<file path="src/rtl/bus_pkg.sv">
// Shared bus definitions: default packet geometry, packet type, destination-ID field helpers.
// Latency: none (types and constants only).
// Backpressure: not applicable.
package bus_pkg;

  localparam int BUS_WIDTH = 16;
  localparam int BUS_DEPTH = 8;

  // Destination ID lives in the top ID_BITS of every packet; the FIFO never looks at it.
  localparam int ID_BITS = 4;

  typedef logic [BUS_WIDTH-1:0] pkt_t;

  // Extract the destination ID of a packet (used by the bus and the generator).
  function automatic logic [ID_BITS-1:0] pkt_dest(input pkt_t p);
    return p[BUS_WIDTH-1 -: ID_BITS];
  endfunction

endpackage

</file>
<file path="src/rtl/bus_fifo_ptr.sv">
// Wrapping pointer register counting 0..MAX, returning to 0 after MAX (no power-of-two assumption).
// Latency: new value visible one clk after inc.
// Backpressure: none; the owner decides when to assert inc.
module bus_fifo_ptr #(
  parameter int MAX = 7,
  parameter int PW  = (MAX > 0) ? $clog2(MAX + 1) : 1
) (
  input  logic          clk,
  input  logic          reset,
  input  logic          inc,
  output logic [PW-1:0] ptr
);

  localparam logic [PW-1:0] LAST = PW'(MAX);

  // Advance on inc, explicitly wrapping from LAST back to zero.
  always_ff @(posedge clk or posedge reset) begin
    if (reset) begin
      ptr <= '0;
    end else if (inc) begin
      ptr <= (ptr == LAST) ? '0 : ptr + 1'b1;
    end
  end

endmodule

</file>
<file path="src/rtl/bus_dev_fifo.sv">
// Per-device first-word-fall-through transmit FIFO feeding the shared bus (optional stats: BUS_DEV_FIFO_STATS_EN).
// Latency: a push at edge N shows on D_pop/pndng after edge N; a pop exposes the next entry after the same edge.
// Backpressure: full blocks pushes unless a pop frees a slot that cycle; dropped pushes/empty pops pulse overflow/underflow.
module bus_dev_fifo
  import bus_pkg::*;
#(
  parameter int WIDTH = BUS_WIDTH,
  parameter int DEPTH = BUS_DEPTH,
  parameter int CW    = $clog2(DEPTH + 1)
) (
  input  logic             clk,
  input  logic             reset,
  input  logic             push,
  input  logic [WIDTH-1:0] D_push,
  output logic             full,
  input  logic             pop,
  output logic [WIDTH-1:0] D_pop,
  output logic             pndng,
  output logic [CW-1:0]    count,
  output logic             overflow,
  output logic             underflow
`ifdef BUS_DEV_FIFO_STATS_EN
  ,
  output logic [15:0]      drop_cnt,
  output logic [CW-1:0]    max_count
`endif
);

  localparam int            PW       = $clog2(DEPTH);
  localparam logic [CW-1:0] FULL_CNT = CW'(DEPTH);

  logic [WIDTH-1:0] mem [DEPTH];
  logic [PW-1:0]    rd_ptr;
  logic [PW-1:0]    wr_ptr;
  logic             do_push;
  logic             do_pop;
  logic [CW-1:0]    count_nxt;

  assign full   = (count == FULL_CNT);
  assign pndng  = (count != '0);
  assign do_pop  = pop & pndng;
  assign do_push = push & (~full | do_pop);
  assign D_pop  = mem[rd_ptr];

  bus_fifo_ptr #(.MAX(DEPTH - 1), .PW(PW)) u_rd_ptr (
    .clk   (clk),
    .reset (reset),
    .inc   (do_pop),
    .ptr   (rd_ptr)
  );

  bus_fifo_ptr #(.MAX(DEPTH - 1), .PW(PW)) u_wr_ptr (
    .clk   (clk),
    .reset (reset),
    .inc   (do_push),
    .ptr   (wr_ptr)
  );

  // Next occupancy: simultaneous push and pop cancel out.
  always_comb begin
    count_nxt = count;
    case ({do_push, do_pop})
      2'b10:   count_nxt = count + 1'b1;
      2'b01:   count_nxt = count - 1'b1;
      default: count_nxt = count;
    endcase
  end

  // Storage array; cleared on reset so D_pop reads zero while empty after reset.
  always_ff @(posedge clk or posedge reset) begin
    if (reset) begin
      for (int i = 0; i < DEPTH; i++) begin
        mem[i] <= '0;
      end
    end else if (do_push) begin
      mem[wr_ptr] <= D_push;
    end
  end

  // Occupancy and the per-cycle error pulses (high again on every offending cycle).
  always_ff @(posedge clk or posedge reset) begin
    if (reset) begin
      count     <= '0;
      overflow  <= 1'b0;
      underflow <= 1'b0;
    end else begin
      count     <= count_nxt;
      overflow  <= push & ~do_push;
      underflow <= pop & ~pndng;
    end
  end

`ifdef BUS_DEV_FIFO_STATS_EN
  // Saturating dropped-push counter and occupancy high-water mark.
  always_ff @(posedge clk or posedge reset) begin
    if (reset) begin
      drop_cnt  <= '0;
      max_count <= '0;
    end else begin
      if (push && !do_push && drop_cnt != 16'hFFFF) begin
        drop_cnt <= drop_cnt + 16'd1;
      end
      if (count_nxt > max_count) begin
        max_count <= count_nxt;
      end
    end
  end
`endif

endmodule

</file>
<file path="config.mk">
export PLATFORM = sky130hd
export DESIGN_NAME = bus_dev_fifo
export DESIGN_NICKNAME = d
export VERILOG_FILES = /design/src/rtl/bus_pkg.sv /design/src/rtl/bus_fifo_ptr.sv /design/src/rtl/bus_dev_fifo.sv
export SDC_FILE = /design/constraint.sdc
export NUM_CORES = 1
export LEC_CHECK = 0
export ABC_AREA = 1
export ABC_CLOCK_PERIOD_IN_PS = 7210
export CAP_MARGIN = 20
export CORE_ASPECT_RATIO = 1.75
export CORE_MARGIN = 4
export CORE_UTILIZATION = 64
export CTS_CLUSTER_SIZE = 14
export DETAILED_ROUTE_END_ITERATION = 12
export GPL_ROUTABILITY_DRIVEN = 0
export PLACE_DENSITY = 0.94
export SLEW_MARGIN = 20
export SYNTH_ARGS = -nofsm -noshare
export SYNTH_HDL_FRONTEND = slang
export SYNTH_SLANG_ARGS = --single-unit
</file>
<file path="constraint.sdc">
create_clock -name clk -period 7.21 [get_ports clk]
set_clock_uncertainty 0.05 [all_clocks]
set_input_delay 1.442 -clock clk [delete_from_list [all_inputs] [get_ports clk]]
set_output_delay 1.442 -clock clk [all_outputs]
set_load 0.02 [all_outputs]
</file>
=== Word level (Yosys, flattened, before mapping) ===
Cells that the tools add are included.

* Register bits after elaboration: 140
* Bits in latches: 0
* RAM bits: 0
* ROM bits: 0
* Input port bits: 20
* Output and inout bits: 24
* Logic and storage cells: 47
* Memories kept: 0

* $add $sub $neg: 4
* $mul: 0
* Div/mod/pow operators: 0
* $lt $le $gt $ge: 3
* Equal/unequal tests: 5
* Shift operators: 0
* Mux-type cells: 9
* Bitwise operators: 10
* Reduce and logical (&&, ||, !) cells: 3

{| class="wikitable"
|+ Operators by type and width
! operator !! number
|-
| 128-bit bitwise mux || 1
|-
| 16-bit binary-select mux with 3-bit select || 1
|-
| 16-bit demux with 3-bit select || 1
|-
| 16-bit 2-to-1 mux || 3
|-
| 4-bit >= comparator, second input constant || 2
|-
| 3-bit inverter with 4-bit output || 2
|-
| 4-bit case mux with 2 select lines || 1
|-
| 3-bit by 1-bit adder with 3-bit output, second input constant || 2
|-
| 3-bit equality test, second input constant || 2
|-
| 3-bit 2-to-1 mux || 2
|-
| 4-bit by 1-bit adder with 4-bit output, second input constant || 1
|-
| 1-bit AND || 4
|-
| 4-bit equality test, second input constant || 1
|-
| 4-bit by 1-bit < comparator with 1-bit output, second input constant || 1
|-
| 4-bit nonzero test || 1
|-
| 4-bit by 1-bit subtractor with 4-bit output, second input constant || 1
|-
| 1-bit inverter || 3
|-
| 2-bit by 1-bit equality test with 1-bit output, second input constant || 1
|-
| 2-bit equality test, second input constant || 1
|-
| 2-bit nonzero test || 1
|-
| 1-bit logical AND || 1
|-
| 1-bit OR || 1
|}

=== Depth between registers and ports, before layout ===
* Word-level depth: 6
* Gate-level depth with buffers: 14
* Mapped depth without buffers: 14

=== By module ===
Synthesis repeated with hierarchy kept, for this count alone.

* Cells, all modules: 763
* Area, all modules: 6,686.4 µm²

{| class="wikitable"
|+ Modules (own cells, without submodules)
! module !! times used !! cells each !! area each (µm²) !! sequential area each (µm²)
|-
| bus_dev_fifo || 1 || 727 || 6,386.1 || 3,353.2
|-
| bus_fifo_ptr || 2 || 18 || 150.1 || 75.1
|}

=== Worst setup path after synthesis ===
No wires, ideal clock.

* Path kind: register to output
* Start point: reg u_rd_ptr.ptr[0]
* End point: out D_pop[11]
* Data arrival time: 1.315 ns
* Required time: 5.718 ns
* Setup slack: 4.403 ns
* Stages on the path, launching flop included: 9
* Buffers on the path: 3
* Cell sequence: dfrtp_1 buf_4 inv_2 buf_4 buf_2 nor2_1 o21ai_0 nand2_1 nand2_1

* Cells in the longest elaborated chain, start to end: 4

{| class="wikitable"
|+ RTL lines
! element !! RTL line !! text
|-
| from (decl) || bus_fifo_ptr.sv:11 || <nowiki>output logic [PW-1:0] ptr</nowiki>
|-
| from (signal assigned) || bus_fifo_ptr.sv:21 || <nowiki>ptr <= (ptr == LAST) ? '0 : ptr + 1'b1;</nowiki>
|-
| 3-bit inverter with 4-bit output (not written as such) || bus_dev_fifo.sv:43 || <nowiki>assign D_pop = mem[rd_ptr];</nowiki>
|-
| 16-bit binary-select mux with 3-bit select || bus_dev_fifo.sv:43 ||
|-
| 16-bit 2-to-1 mux (not written as such) (2 in series) || bus_dev_fifo.sv:43 ||
|-
| to (decl) || bus_dev_fifo.sv:17 || <nowiki>output logic [WIDTH-1:0] D_pop,</nowiki>
|}

No other way between the ends. The select of a mux whose other input is x is not followed.

=== Worst setup path in the final report ===
* Start point: reg u_rd_ptr.ptr[1]
* End point: out D_pop[13]

Same word-level chain as after synthesis.

==> results.txt <==
Hold_buf cts = 0
Count of final setup violators = 0
Post-synth net total = 780
Fill cells = 640
Total grt overflow = 0
Total Wirelength = 17,000 um
Area grow syn2layout = 12.4%
Worst R2R Setup Slack = 4.80 ns
TritonCTS clock tree = built
Max-slew headroom = 22.9%
Tmin final = 4.65 ns
1st-iter DRT viols = 710
Nets@finish = 798
ANT nets after route = 0
Dpl cells = 882
Synth Area in Compound Gates = 19.3%
CP peak stage delay = 1.03 ns
Vias per std cell = 6.27
Slew Viols, Final = 0
Initial Utilization = 65.1%
Mux cell area share after synthesis = 2.30%
Largest family of logic cells by synthesized area = compound AO/OA/AOI/OAI gates
FF-to-FF path depth = 6
Die area = 0.0127 sq mm
Setup TNS = 0 ns
Worst Path Class, Setup = register to primary output
DRC viols = 0
ANT cells = 0
Initial antenna violation count = 0
Share of cells above drive strength 1 = 20.8%
Dpl ws = 3.17 ns
CP arrival = 3.15 ns
Vias = 5,733
Post-Synth XOR/XNOR Area = 0.252%
Clk root buf = clkbuf_16
Cell with the largest stage delay on the worst path = dfrtp_1
Number of post-CTS setup repair buffers = 0
Post-Synth Adder-Cell Area = 1.37%
Peak VDD IR = 0.000302 V
Fmax = 0.215 GHz
Unrepaired setup endpoints after global routing = false
Hold Path End = mem[19]$_DFFE_PP0P_
DP Area = 0.00718 sq mm
Post_cts resized = 0
P per Cell Area = 522 mW/mm^2
Pwr Total = 4.09 mW
Distinct cell type count after synthesis = 28
Final HPWL DP = 9640 um
Synth Area per Inst = 9.25 sq um
Finished Layout Cells = 914
Critical Path Source Type = register
Synthesized area = 0.00696 sq mm
Post-synthesis sequential area ratio = 50.3%
R2R Path End = mem[105]$_DFFE_PP0P_
Total of max-cap violations = 0
Sink Count = 140
Top Family by Delay on Critical Path = buffers and inverters
Buf/Inv on CP = 2
I/O Buffers = 43
Final period util = 64.4%
Required @ worst endpoint = 5.72 ns
Clock Tree Buf Depth = 2
Core area = 0.0107 sq mm
Clk_lat worst skew = 0.43 ns
Synth Warn # = 0
Simple logic cell fraction of the synthesized area = 18.8%
IO Pins = 44
Worst reg2reg path startpoint = count[2]$_DFFE_PP0P_
Crit path cell chain = buf_4, o21ai_0, o21ai_0, nand2_1, nand2_1, clkdlybuf4s50_1
Chip height = 146 um
Status = finished clean
Cell depth of the worst hold path = 2
Area taken by multi-input logic gates = 0.00293 sq mm
Avg WL per Cell = 18.6 um
H-tree lvl count = 4
Cell area after layout = 0.00783 sq mm
Min-delay src = mem[19]$_DFFE_PP0P_
Cell Rows = 50
Total GRT Usage = 28.2%
Clk slew on worst S/H paths = 0.06 ns
FF+latch count, synth = 140
Worst Setup Slack, final = 2.56 ns
Worst hold path class = register to register
Static Leak = 3.65 nW
Final hold vios = 0
Critical Path End Type = primary output
Pin count of the biggest net entering global routing = 80
First-pass GRT wire length = 27,800 um
Area taken by flip-flops and latches = 0.00350 sq mm
First-pass DRT Iterations = 5
Worst hold slack = 0.434 ns
CTS Buf Count = 17
Worst-Margin Slew = 1.15 ns
Mapped Cells = 753
Vias in the first global route = 5,767
Worst Path Max Fanout = 35
Post-Route Utilization = 73.2%
Die Wd = 86.9 um
-- layout by cell type, fill, tap and decap left out, drive strengths merged, types with 2 or more instances in the layout --
cell type,Yosys,final
buf,39,3
nand2,204,204
bufinv,0,4
o21ai,198,198
inv,33,35
clkbuf,8,20
clkinv,1,3
clkdlybuf4s50,0,43
a21oi,2,2
nand3,8,8
o22ai,16,16
ha,6,6
dfrtp,140,140
nor2,78,78
clkinvlp,0,4
mux2i,16,16
-- worst reg2reg max path, stage by stage (launching register included) --
cell and delay, ns:
dfrtp_1 0.40, inv_1 0.11, nand4_2 0.12, nand2_2 0.07, inv_4 0.22, nand2_1 0.75, o21ai_0 0.56
-- per-layer routing --
metal	GRT usage, %	vias up	wire length [um]	share of wire (%)
met4	17.5	0	834	4.9
met2	45.1	353	8720	51
met1	33.4	2773	6160	36
met3	6.80	90	1310	7.7
met5	0	-	0	0
li1	-	2517	-	-
-- cell usage after synthesis (all sizes together) --
cell	instances	share of area, %
nand2	204	14
o21ai	198	18
dfrtp	140	50
nor2	78	4.2
buf	39	5.4
inv	33	1.8
mux2i	16	2.3
o22ai	16	1.4
clkbuf	8	0.43
nand3	8	0.57
ha	6	1.1
a21oi	2	0.14
clkinv	1	0.054
fa	1	0.29
nand4	1	0.18
xnor2	1	0.13
xor2	1	0.13
-- sequential cells by signal (all words and copies together), names as in the netlist --
name,flops
underflow,1
u_wr_ptr.ptr,3
count,4
u_rd_ptr.ptr,3
mem,128
overflow,1
-- power breakdown --
part           internal (mW)  switching, mW  leakage (nW)
Combinational          0.666           1.03          1.58
Sequential              1.14          0.293          1.76
Clock                  0.609          0.349         0.305
-- worst max-delay path by stage --
stage / start / end / slack (ns) / cells past startpoint
after floorplan: reset / count[0]$_DFFE_PP0P_ / 1.97 / 1
after global placement: u_rd_ptr.ptr[1]$_DFFE_PP0P_ / D_pop[12] / 3.28 / 6
after detailed placement: u_rd_ptr.ptr[1]$_DFFE_PP0P_ / D_pop[12] / 3.17 / 6
after CTS: u_rd_ptr.ptr[1]$_DFFE_PP0P_ / D_pop[13] / 2.65 / 6
after global routing: u_rd_ptr.ptr[1]$_DFFE_PP0P_ / D_pop[13] / 2.51 / 6
final: u_rd_ptr.ptr[1]$_DFFE_PP0P_ / D_pop[13] / 2.56 / 6
-- final cells by class --
type | instances | share of cell area, %
multi-input cells | 532 | 37.4
well taps | 130 | 2.08
clock buffers | 20 | 5.96
flip-flops and latches | 140 | 44.8
clock inverters | 12 | 2.36
inverters | 34 | 1.69
repair buffers | 46 | 5.78
-- kinds of logic after synthesis --
family                     count (synthesis)
and+or+nand+nor                          291
adders and majority gates                  7
DFF                                      140
AOI/OAI and AO/OA                        216
xor gates and xnor gates                   2
buffers and inverters                     81
muxes                                     16
Note: power is estimated with default switching activity, not from simulation.
